**src/rtl/vesp_pkg.sv**
```systemverilog
// Shared constants and enums for the VESP memory access controller.
package vesp_pkg;

    localparam int word_size    = 16;
    localparam int address_size = 12;

    typedef enum logic {FLUSH = 1'b0, RUN = 1'b1} state_t;

    // Requester IDs; the round-robin pointer holds the last winner of a contested cycle.
    typedef enum logic {LD = 1'b0, CPU = 1'b1} req_id_t;

endpackage

```
**src/rtl/vesp_rr_arb2.sv**
```systemverilog
// Two-way round-robin arbiter (loader vs processor) with a processor mask.
module vesp_rr_arb2
    import vesp_pkg::*;
(
    input  logic i_clk,
    input  logic i_rst_n,
    input  logic i_en,
    input  logic i_req_ld,
    input  logic i_req_cpu,
    input  logic i_mask_cpu,
    output logic o_gnt_ld,
    output logic o_gnt_cpu
);

    req_id_t r_ptr;
    logic    w_elig_ld;
    logic    w_elig_cpu;
    logic    w_both;

    assign w_elig_ld  = i_en & i_req_ld;
    assign w_elig_cpu = i_en & i_req_cpu & ~i_mask_cpu;
    assign w_both     = w_elig_ld & w_elig_cpu;

    // On contention the requester that did not win last time gets the port.
    assign o_gnt_ld  = w_elig_ld  & (~w_elig_cpu | (r_ptr == CPU));
    assign o_gnt_cpu = w_elig_cpu & (~w_elig_ld  | (r_ptr == LD));

    // Pointer only moves on contested cycles so uncontested traffic keeps the alternation phase.
    always_ff @(posedge i_clk or negedge i_rst_n) begin
        if (!i_rst_n) begin
            r_ptr <= LD;
        end else if (w_both) begin
            r_ptr <= (r_ptr == LD) ? CPU : LD;
        end
    end

endmodule

```
**src/rtl/vesp_mem_ctrl.sv**
```systemverilog
// VESP main-memory port controller: hardware flush after reset/flush_req,
// then single-port sharing between loader and processor with 1-cycle read return.
module vesp_mem_ctrl
    import vesp_pkg::*;
#(
    parameter int flush_depth = 256
)
(
    input  logic                    clk,
    input  logic                    rst,
    input  logic                    cpu_req,
    input  logic                    cpu_we,
    input  logic [address_size-1:0] cpu_addr,
    input  logic [word_size-1:0]    cpu_wdata,
    output logic                    cpu_gnt,
    output logic                    cpu_rvalid,
    output logic [word_size-1:0]    cpu_rdata,
    input  logic                    ld_req,
    input  logic                    ld_we,
    input  logic [address_size-1:0] ld_addr,
    input  logic [word_size-1:0]    ld_wdata,
    output logic                    ld_gnt,
    output logic                    ld_rvalid,
    output logic [word_size-1:0]    ld_rdata,
    input  logic                    ld_hold,
    input  logic                    flush_req,
    output logic                    mem_en,
    output logic                    mem_we,
    output logic [address_size-1:0] mem_addr,
    output logic [word_size-1:0]    mem_wdata,
    input  logic [word_size-1:0]    mem_rdata,
    output logic                    flush_busy
);

    localparam int CW = $clog2(flush_depth) + 1;

    state_t               r_state;
    logic [CW-1:0]        r_cnt;
    logic                 r_cpu_rvalid;
    logic                 r_ld_rvalid;
    logic [word_size-1:0] r_cpu_rdata;
    logic [word_size-1:0] r_ld_rdata;
    logic                 w_run;
    logic                 w_flushing;
    logic                 w_arb_en;
    logic                 w_cpu_gnt;
    logic                 w_ld_gnt;

    assign w_run      = (r_state == RUN);
    // Reset is folded in so the memory port is fully quiet while rst is low.
    assign w_flushing = (r_state == FLUSH) & rst;
    assign w_arb_en   = w_run & ~flush_req;

    vesp_rr_arb2 u_arb (
        .i_clk      (clk),
        .i_rst_n    (rst),
        .i_en       (w_arb_en),
        .i_req_ld   (ld_req),
        .i_req_cpu  (cpu_req),
        .i_mask_cpu (ld_hold),
        .o_gnt_ld   (w_ld_gnt),
        .o_gnt_cpu  (w_cpu_gnt)
    );

    assign cpu_gnt    = w_cpu_gnt;
    assign ld_gnt     = w_ld_gnt;
    assign flush_busy = (r_state == FLUSH);

    always_comb begin
        mem_en    = 1'b0;
        mem_we    = 1'b0;
        mem_addr  = '0;
        mem_wdata = '0;
        if (w_flushing) begin
            mem_en   = 1'b1;
            mem_we   = 1'b1;
            mem_addr = address_size'(r_cnt);
        end else if (w_ld_gnt) begin
            mem_en    = 1'b1;
            mem_we    = ld_we;
            mem_addr  = ld_addr;
            mem_wdata = ld_wdata;
        end else if (w_cpu_gnt) begin
            mem_en    = 1'b1;
            mem_we    = cpu_we;
            mem_addr  = cpu_addr;
            mem_wdata = cpu_wdata;
        end
    end

    always_ff @(posedge clk or negedge rst) begin
        if (!rst) begin
            r_state <= FLUSH;
            r_cnt   <= '0;
        end else if (r_state == FLUSH) begin
            if (r_cnt == CW'(flush_depth - 1)) begin
                r_state <= RUN;
            end
            r_cnt <= r_cnt + CW'(1);
        end else if (flush_req) begin
            r_state <= FLUSH;
            r_cnt   <= '0;
        end
    end

    // Read data is passed through in the rvalid cycle and captured so it holds afterwards.
    always_ff @(posedge clk or negedge rst) begin
        if (!rst) begin
            r_cpu_rvalid <= 1'b0;
            r_ld_rvalid  <= 1'b0;
            r_cpu_rdata  <= '0;
            r_ld_rdata   <= '0;
        end else begin
            r_cpu_rvalid <= w_cpu_gnt & ~cpu_we;
            r_ld_rvalid  <= w_ld_gnt & ~ld_we;
            if (r_cpu_rvalid) begin
                r_cpu_rdata <= mem_rdata;
            end
            if (r_ld_rvalid) begin
                r_ld_rdata <= mem_rdata;
            end
        end
    end

    assign cpu_rvalid = r_cpu_rvalid;
    assign ld_rvalid  = r_ld_rvalid;
    assign cpu_rdata  = r_cpu_rvalid ? mem_rdata : r_cpu_rdata;
    assign ld_rdata   = r_ld_rvalid  ? mem_rdata : r_ld_rdata;

endmodule

```
**config.mk**
```make
export PLATFORM = sky130hd
export DESIGN_NAME = vesp_mem_ctrl
export DESIGN_NICKNAME = d
export VERILOG_FILES = /design/src/rtl/vesp_pkg.sv /design/src/rtl/vesp_rr_arb2.sv /design/src/rtl/vesp_mem_ctrl.sv
export SDC_FILE = /design/constraint.sdc
export NUM_CORES = 1
export LEC_CHECK = 0
export CAP_MARGIN = 20
export CORE_ASPECT_RATIO = 0.8
export CORE_MARGIN = 2
export CORE_UTILIZATION = 39
export DETAILED_ROUTE_END_ITERATION = 10
export GPL_ROUTABILITY_DRIVEN = 0
export PLACE_DENSITY = 0.95
export REMOVE_ABC_BUFFERS = 1
export SLEW_MARGIN = 20
export SYNTH_ARGS = -nofsm -noshare
export SYNTH_HDL_FRONTEND = slang
export SYNTH_SLANG_ARGS = --single-unit
```
**constraint.sdc**
```tcl
create_clock -name clk -period 4.2 [get_ports clk]
set_input_delay 0.84 -clock clk [delete_from_list [all_inputs] [get_ports clk]]
set_output_delay 0.84 -clock clk [all_outputs]
set_load 0.03 [all_outputs]
```
; After elaboration in Yosys (flattened, before gate mapping)
; Index checks and enable logic that the tools add are counted.
[word_totals]
reg_bits = 45
word_cells = 50
inputBits = 80
out_inout_bits = 67
[classes]
muxes = 20
addsub = 1
n_eq_ne = 2
bitwise = 20
[op_table]
columns = cell, n
row1 = 2-to-1 mux 16 bit, 5
row2 = 2-to-1 mux 12 bit, 3
row3 = 2-to-1 mux 9 bit, 2
row4 = bitwise AND 1 bit, 10
row5 = 2-to-1 mux 1 bit, 10
row6 = adder 9 x 1 -> 9 bit (second input constant), 1
row7 = == test 9 x 8 -> 1 bit (second input constant), 1
row8 = inverter 1 bit, 8
row9 = != test 2 bit (second input constant), 1
row10 = OR 1 bit, 2

; Logic depth before layout (Yosys ltp)
[logic_depth]
depth_word = 9
ltp_mapped = 6
depth_no_buf = 5

; Modules after synthesis
; A second synthesis with hierarchy kept.
[unflattened]
cells_unflattened = 205
area_unflattened_um2 = 2248.4
[by_module_without_submodules]
columns = module, cells_per_inst, seq_area_each_um2, area_per_inst_um2, instances
row1 = vesp_mem_ctrl, 198, 1101.1, 2179.6, 1
row2 = vesp_rr_arb2, 7, 25.0, 68.8, 1

; Worst setup path after synthesis
; OpenSTA, ideal clock, no wires.
[synth_path]
kind = in2out
from = input port flush_req
to = output port mem_addr[10]
required_time_ns = 3.360
arrival_ns = 1.949
n_path_buf = 2
path_slack_ns = 1.411
cell_stages = 5
cell_sequence = buf_4 nor2b_4 o311a_4 buf_2 a22o_1
[synth_via]
elab_chain_len = 9
word_cells_on_any_way = 14
cone_classes = mux: 3 / bitwise: 11
[synth_rtl]
columns = element, line
row1 = from (decl), vesp_mem_ctrl.sv:26  ; input logic flush_req,
row2 = inverter 1 bit *, vesp_mem_ctrl.sv:52  ; assign w_arb_en = w_run & ~flush_req;
row3 = bitwise AND 1 bit *, vesp_mem_ctrl.sv:52
row4 = bitwise AND 1 bit (2 in series), vesp_rr_arb2.sv:21  ; assign w_elig_cpu = i_en & i_req_cpu & ~i_mask_cpu;
row5 = inverter 1 bit, vesp_rr_arb2.sv:25  ; assign o_gnt_ld = w_elig_ld & (~w_elig_cpu | (r_ptr == CPU));
row6 = OR 1 bit, vesp_rr_arb2.sv:25
row7 = bitwise AND 1 bit *, vesp_rr_arb2.sv:25
row8 = named net ld_gnt, vesp_mem_ctrl.sv:22  ; output logic ld_gnt,
row9 = 2-to-1 mux 12 bit *, vesp_mem_ctrl.sv:78  ; end else if (w_ld_gnt) begin
row10 = 2-to-1 mux 12 bit *, vesp_mem_ctrl.sv:74  ; if (w_flushing) begin
row11 = to (decl), vesp_mem_ctrl.sv:29  ; output logic [address_size-1:0] mem_addr,
; The timed path passes the listed nets; every way through them passes the cells marked *.

; Worst setup path in the final report
[layout_path]
from = input port flush_req
to = output port mem_wdata[0]
[layout_via]
elab_chain_len = 9
word_cells_on_any_way = 14
cone_classes = mux: 3 / bitwise: 11
[layout_rtl]
columns = element, line
row1 = inverter 1 bit *, vesp_mem_ctrl.sv:52
row2 = bitwise AND 1 bit *, vesp_mem_ctrl.sv:52
row3 = bitwise AND 1 bit (on tied branches), "vesp_rr_arb2.sv:20, vesp_rr_arb2.sv:21"
row4 = inverter 1 bit or bitwise AND 1 bit (tied branches), "vesp_rr_arb2.sv:26, vesp_rr_arb2.sv:21"
row5 = OR 1 bit or inverter 1 bit (tied branches), "vesp_rr_arb2.sv:26, vesp_rr_arb2.sv:25"
row6 = bitwise AND 1 bit or OR 1 bit (tied branches), "vesp_rr_arb2.sv:26, vesp_rr_arb2.sv:25"
row7 = 2-to-1 mux 16 bit or bitwise AND 1 bit (tied branches), "vesp_mem_ctrl.sv:83, vesp_rr_arb2.sv:25"
row8 = 2-to-1 mux 16 bit *, vesp_mem_ctrl.sv:78
row9 = 2-to-1 mux 16 bit *, vesp_mem_ctrl.sv:74
row10 = to (decl), vesp_mem_ctrl.sv:30  ; output logic [word_size-1:0] mem_wdata,
; Mark *: on every way between the ends. The rest lies on a longest branch, timed or not.

==> run_results.csv <==
group,metric,value,unit
drt,vias,2059,
clocking,clk_pin_slew,0.08,ns
die,start_util,40.96,%
finish,antenna-diode-count,0,
hold_path,min_from,"r_ld_rdata[12]",
synthesis,ys_types,29,
sta,hold_viol,0,
power,p_sw,0.3872,mW
drt,wl,6985,um
setup_path,reg2reg_to,"ld_rvalid",
clocking,cts_buffer_depth,2,
finish,fin_nets,408,
setup_path,crit_path_start_kind,"input port",
setup_path,path_cells,"clkdlybuf4s50_1 > nor2b_4 > o311a_4 > a22o_1 > clkdlybuf4s50_1",
drt,viasPerCell,5.097,
synthesis,ys_ff_latch,45,
clocking,post-cts-setup-buffer-count,0,
finish,final_cell_mix,"117 x clkdlybuf4s50_1, 45 x dfrtp_1, 32 x mux2_2, 29 x buf_4, 19 x a22o_1",
drt,drtAntennaViolNets,0,
clocking,ctsResizeCount,0,
clocking,clock_latency,0.29,ns
grt,overflow,0,
die,ios,147,
setup_path,critical_path.max_fanout,16,
setup_path,cp_slowest_cell,"clkdlybuf4s50_1",
drt,drt-initial-drc-count,95,
power,combPwrFrac,32.7,%
synthesis,synthCells,184,
setup_path,r2r_cells,4,
setup_path,arrival,2.87,ns
setup_path,critPathKind,"in2out",
hold_path,hold_end,"r_ld_rdata[12]",
sta,worstMarginPinSlew,0.7557,ns
clocking,htreeDepth,2,
grt,grt_pass1_wl,10430,um
setup_path,r2r_start,"r_state",
setup_path,critPathCaptureType,"output port",
finish,fin_area,0.003817,mm2
finish,multi_input_area,0.001018,mm2
sta,fin_tns_setup,0,ns
setup_path,critical_path_buf_inv_count,2,
drt,drtPass1Iterations,4,
power,max-vdd-ir-drop,0.0001872,V
outcome,status,"finished, final reports clean",
grt,grt_pass1_vias,2054,
finish,final_cell_count_no_fill,404,
drt,drc,0,
synthesis,yosysSeqAreaShare,50.03,%
sta,grt_setup_unrepaired,"no",
die,core_region_area,0.005495,mm2
grt,grt_usage,21.35,%
finish,drive_above_1_share,23.01,%
power,p_per_area,318.9,mW/mm2
sta,hold_ws,0.4991,ns
die,row_count,24,
clocking,root_buffer,"clkbuf_8",
die,die_w,88.94,um
setup_path,cpPeakStageDelay,0.66,ns
finish,final_common_cell,"clkdlybuf4s50_1",
power,p_sw_share,31.80,%
drt,routedWlPerCell,17.29,um
power,power.share.clock,21.7,%
clocking,cts_tree,"built",
sta,skew,0.005535,ns
synthesis,yosysWarnings,0,
placement,port-buffer-count,146,
grt,grt_max_degree,46,
finish,fin_util,69.47,%
power,internal-power,0.8303,mW
clocking,numCtsBuffers,5,
placement,postPlaceCellArea,0.003727,mm2
setup_path,cp_common_cell,"clkdlybuf4s50_1",
finish,num-fill-cells,394,
synthesis,syn_area_per_cell,12.23,um2
sta,finalSetupViolCount,0,
sta,period_share,88.45,%
placement,placed_cells,397,
synthesis,syn_area,0.002251,mm2
hold_path,whs_path_depth,1,
sta,finalMaxSlewViolations,0,
finish,regArea,0.001126,mm2
power,power.leakage,1.683,nW
grt,antenna_found_initial,0,
clocking,holdBufCountCts,0,
sta,slew-limit-headroom,49.62,%
finish,area_growth,69.59,%
setup_path,required,3.36,ns
setup_path,r2r_setup_slack,2.42,ns
sta,min_period,3.715,ns
die,fp.dieArea,0.006399,mm2
hold_path,hold_path.class,"reg2reg",
clocking,clock-sinks,45,
placement,hpwl,5593,um
sta,timing.fmax,0.2692,GHz
power,p_seq_share,45.6,%
job,max_cap_viol_count,0,
die,die_y,71.95,um
setup_path,cp_top_family,"buffers and inverters",
registers in the layout, indices dropped and copies added, names as in the netlist:
register     count
r_cpu_rdata     16
ld_rvalid        1
u_arb.r_ptr      1
cpu_rvalid       1
r_cnt            9
r_ld_rdata      16
r_state          1
cells by family (layout without fill, tap and decap cells):
kind of cell	after synthesis	in the layout	share of synthesized area, %
compound gates	44	44	17.07
simple gates	38	38	9.505
fa+ha+maj	2	2	1.112
xor+xnor	4	4	1.557
flops	45	45	50.03
buf+inv	19	161	4.724
mux	32	32	16.01
power groups by stage:
stage               combinational (mW)  clock, mW  sequential, mW
floorplan                        0.212          0           0.543
global placement                 0.388          0           0.555
detailed placement               0.404          0           0.563
CTS                              0.405      0.273           0.554
global route                     0.429      0.295           0.564
finish                           0.399      0.264           0.555
worst reg2reg max path: stages, from the launching register on:
cell,delay [ns]
dfrtp_1,0.69
nor2b_4,0.31
o311a_4,0.32
buf_4,0.24
nor2b_1,0.14
cells in the mapped netlist:
cell type  instances  area, um2
dfrtp_1           45       1126
xnor2_1            2      17.52
ha_1               2      25.02
nand2b_1           1      6.260
o21ai_0            2      10.01
buf_6              2      22.52
nor2b_1            4      25.02
o311a_4            1      21.27
nand2_1           11      41.29
inv_1              3      11.26
or4_1              3      22.52
o2bb2ai_1          1      8.760
nor2_1             1      3.750
and2_1             9      56.30
a21o_1             1      7.510
clkbuf_1           4      15.01
mux2_2            32      360.4
buf_2              7      35.03
a22o_1            19      166.4
xor2_1             2      17.52
nand3b_1           1      7.510
nand4_1            1      6.260
nor2b_4            1      13.76
and3_1             1      6.260
nand3_1            5      25.02
o22ai_1            4      25.02
buf_4              3      22.52
a221o_1           10      100.1
o211ai_1           6      45.04
worst max path at each step:
stage	startpoint	to	slack (ns)	depth (start not counted)
after global routing	flush_req	mem_wdata[0]	0.41	5
after floorplan	cpu_req	mem_addr[0]	1.07	3
final	flush_req	mem_wdata[0]	0.49	5
after detailed placement	flush_req	mem_wdata[0]	0.50	5
after global placement	flush_req	mem_wdata[0]	0.54	5
after CTS	flush_req	mem_wdata[0]	0.51	5
through the flow:
stage          setup slack, ns  power [mW]
2_1_floorplan            1.074      0.7545
3_3_place_gp            0.5416      0.9432
3_5_place_dp            0.5018      0.9667
4_1_cts                 0.5058       1.232
5_1_grt                 0.4076       1.287
6_report                0.4852       1.218
cell type report:
class | instances | area share (%)
timing repair buffer | 151 | 38.61
inverter | 3 | 0.2950
clock buffer | 6 | 2.163
multi-input combinational | 120 | 26.68
tap | 78 | 2.557
clock inverter | 1 | 0.1967
sequential | 45 | 29.50
metal layers:
metal,wire length [um],track usage (%)
met2,3790,39.64
met3,529,5.233
met4,70,5.970
met1,2595,24.30
met5,0,0
Power figures use the tool's default switching activity.
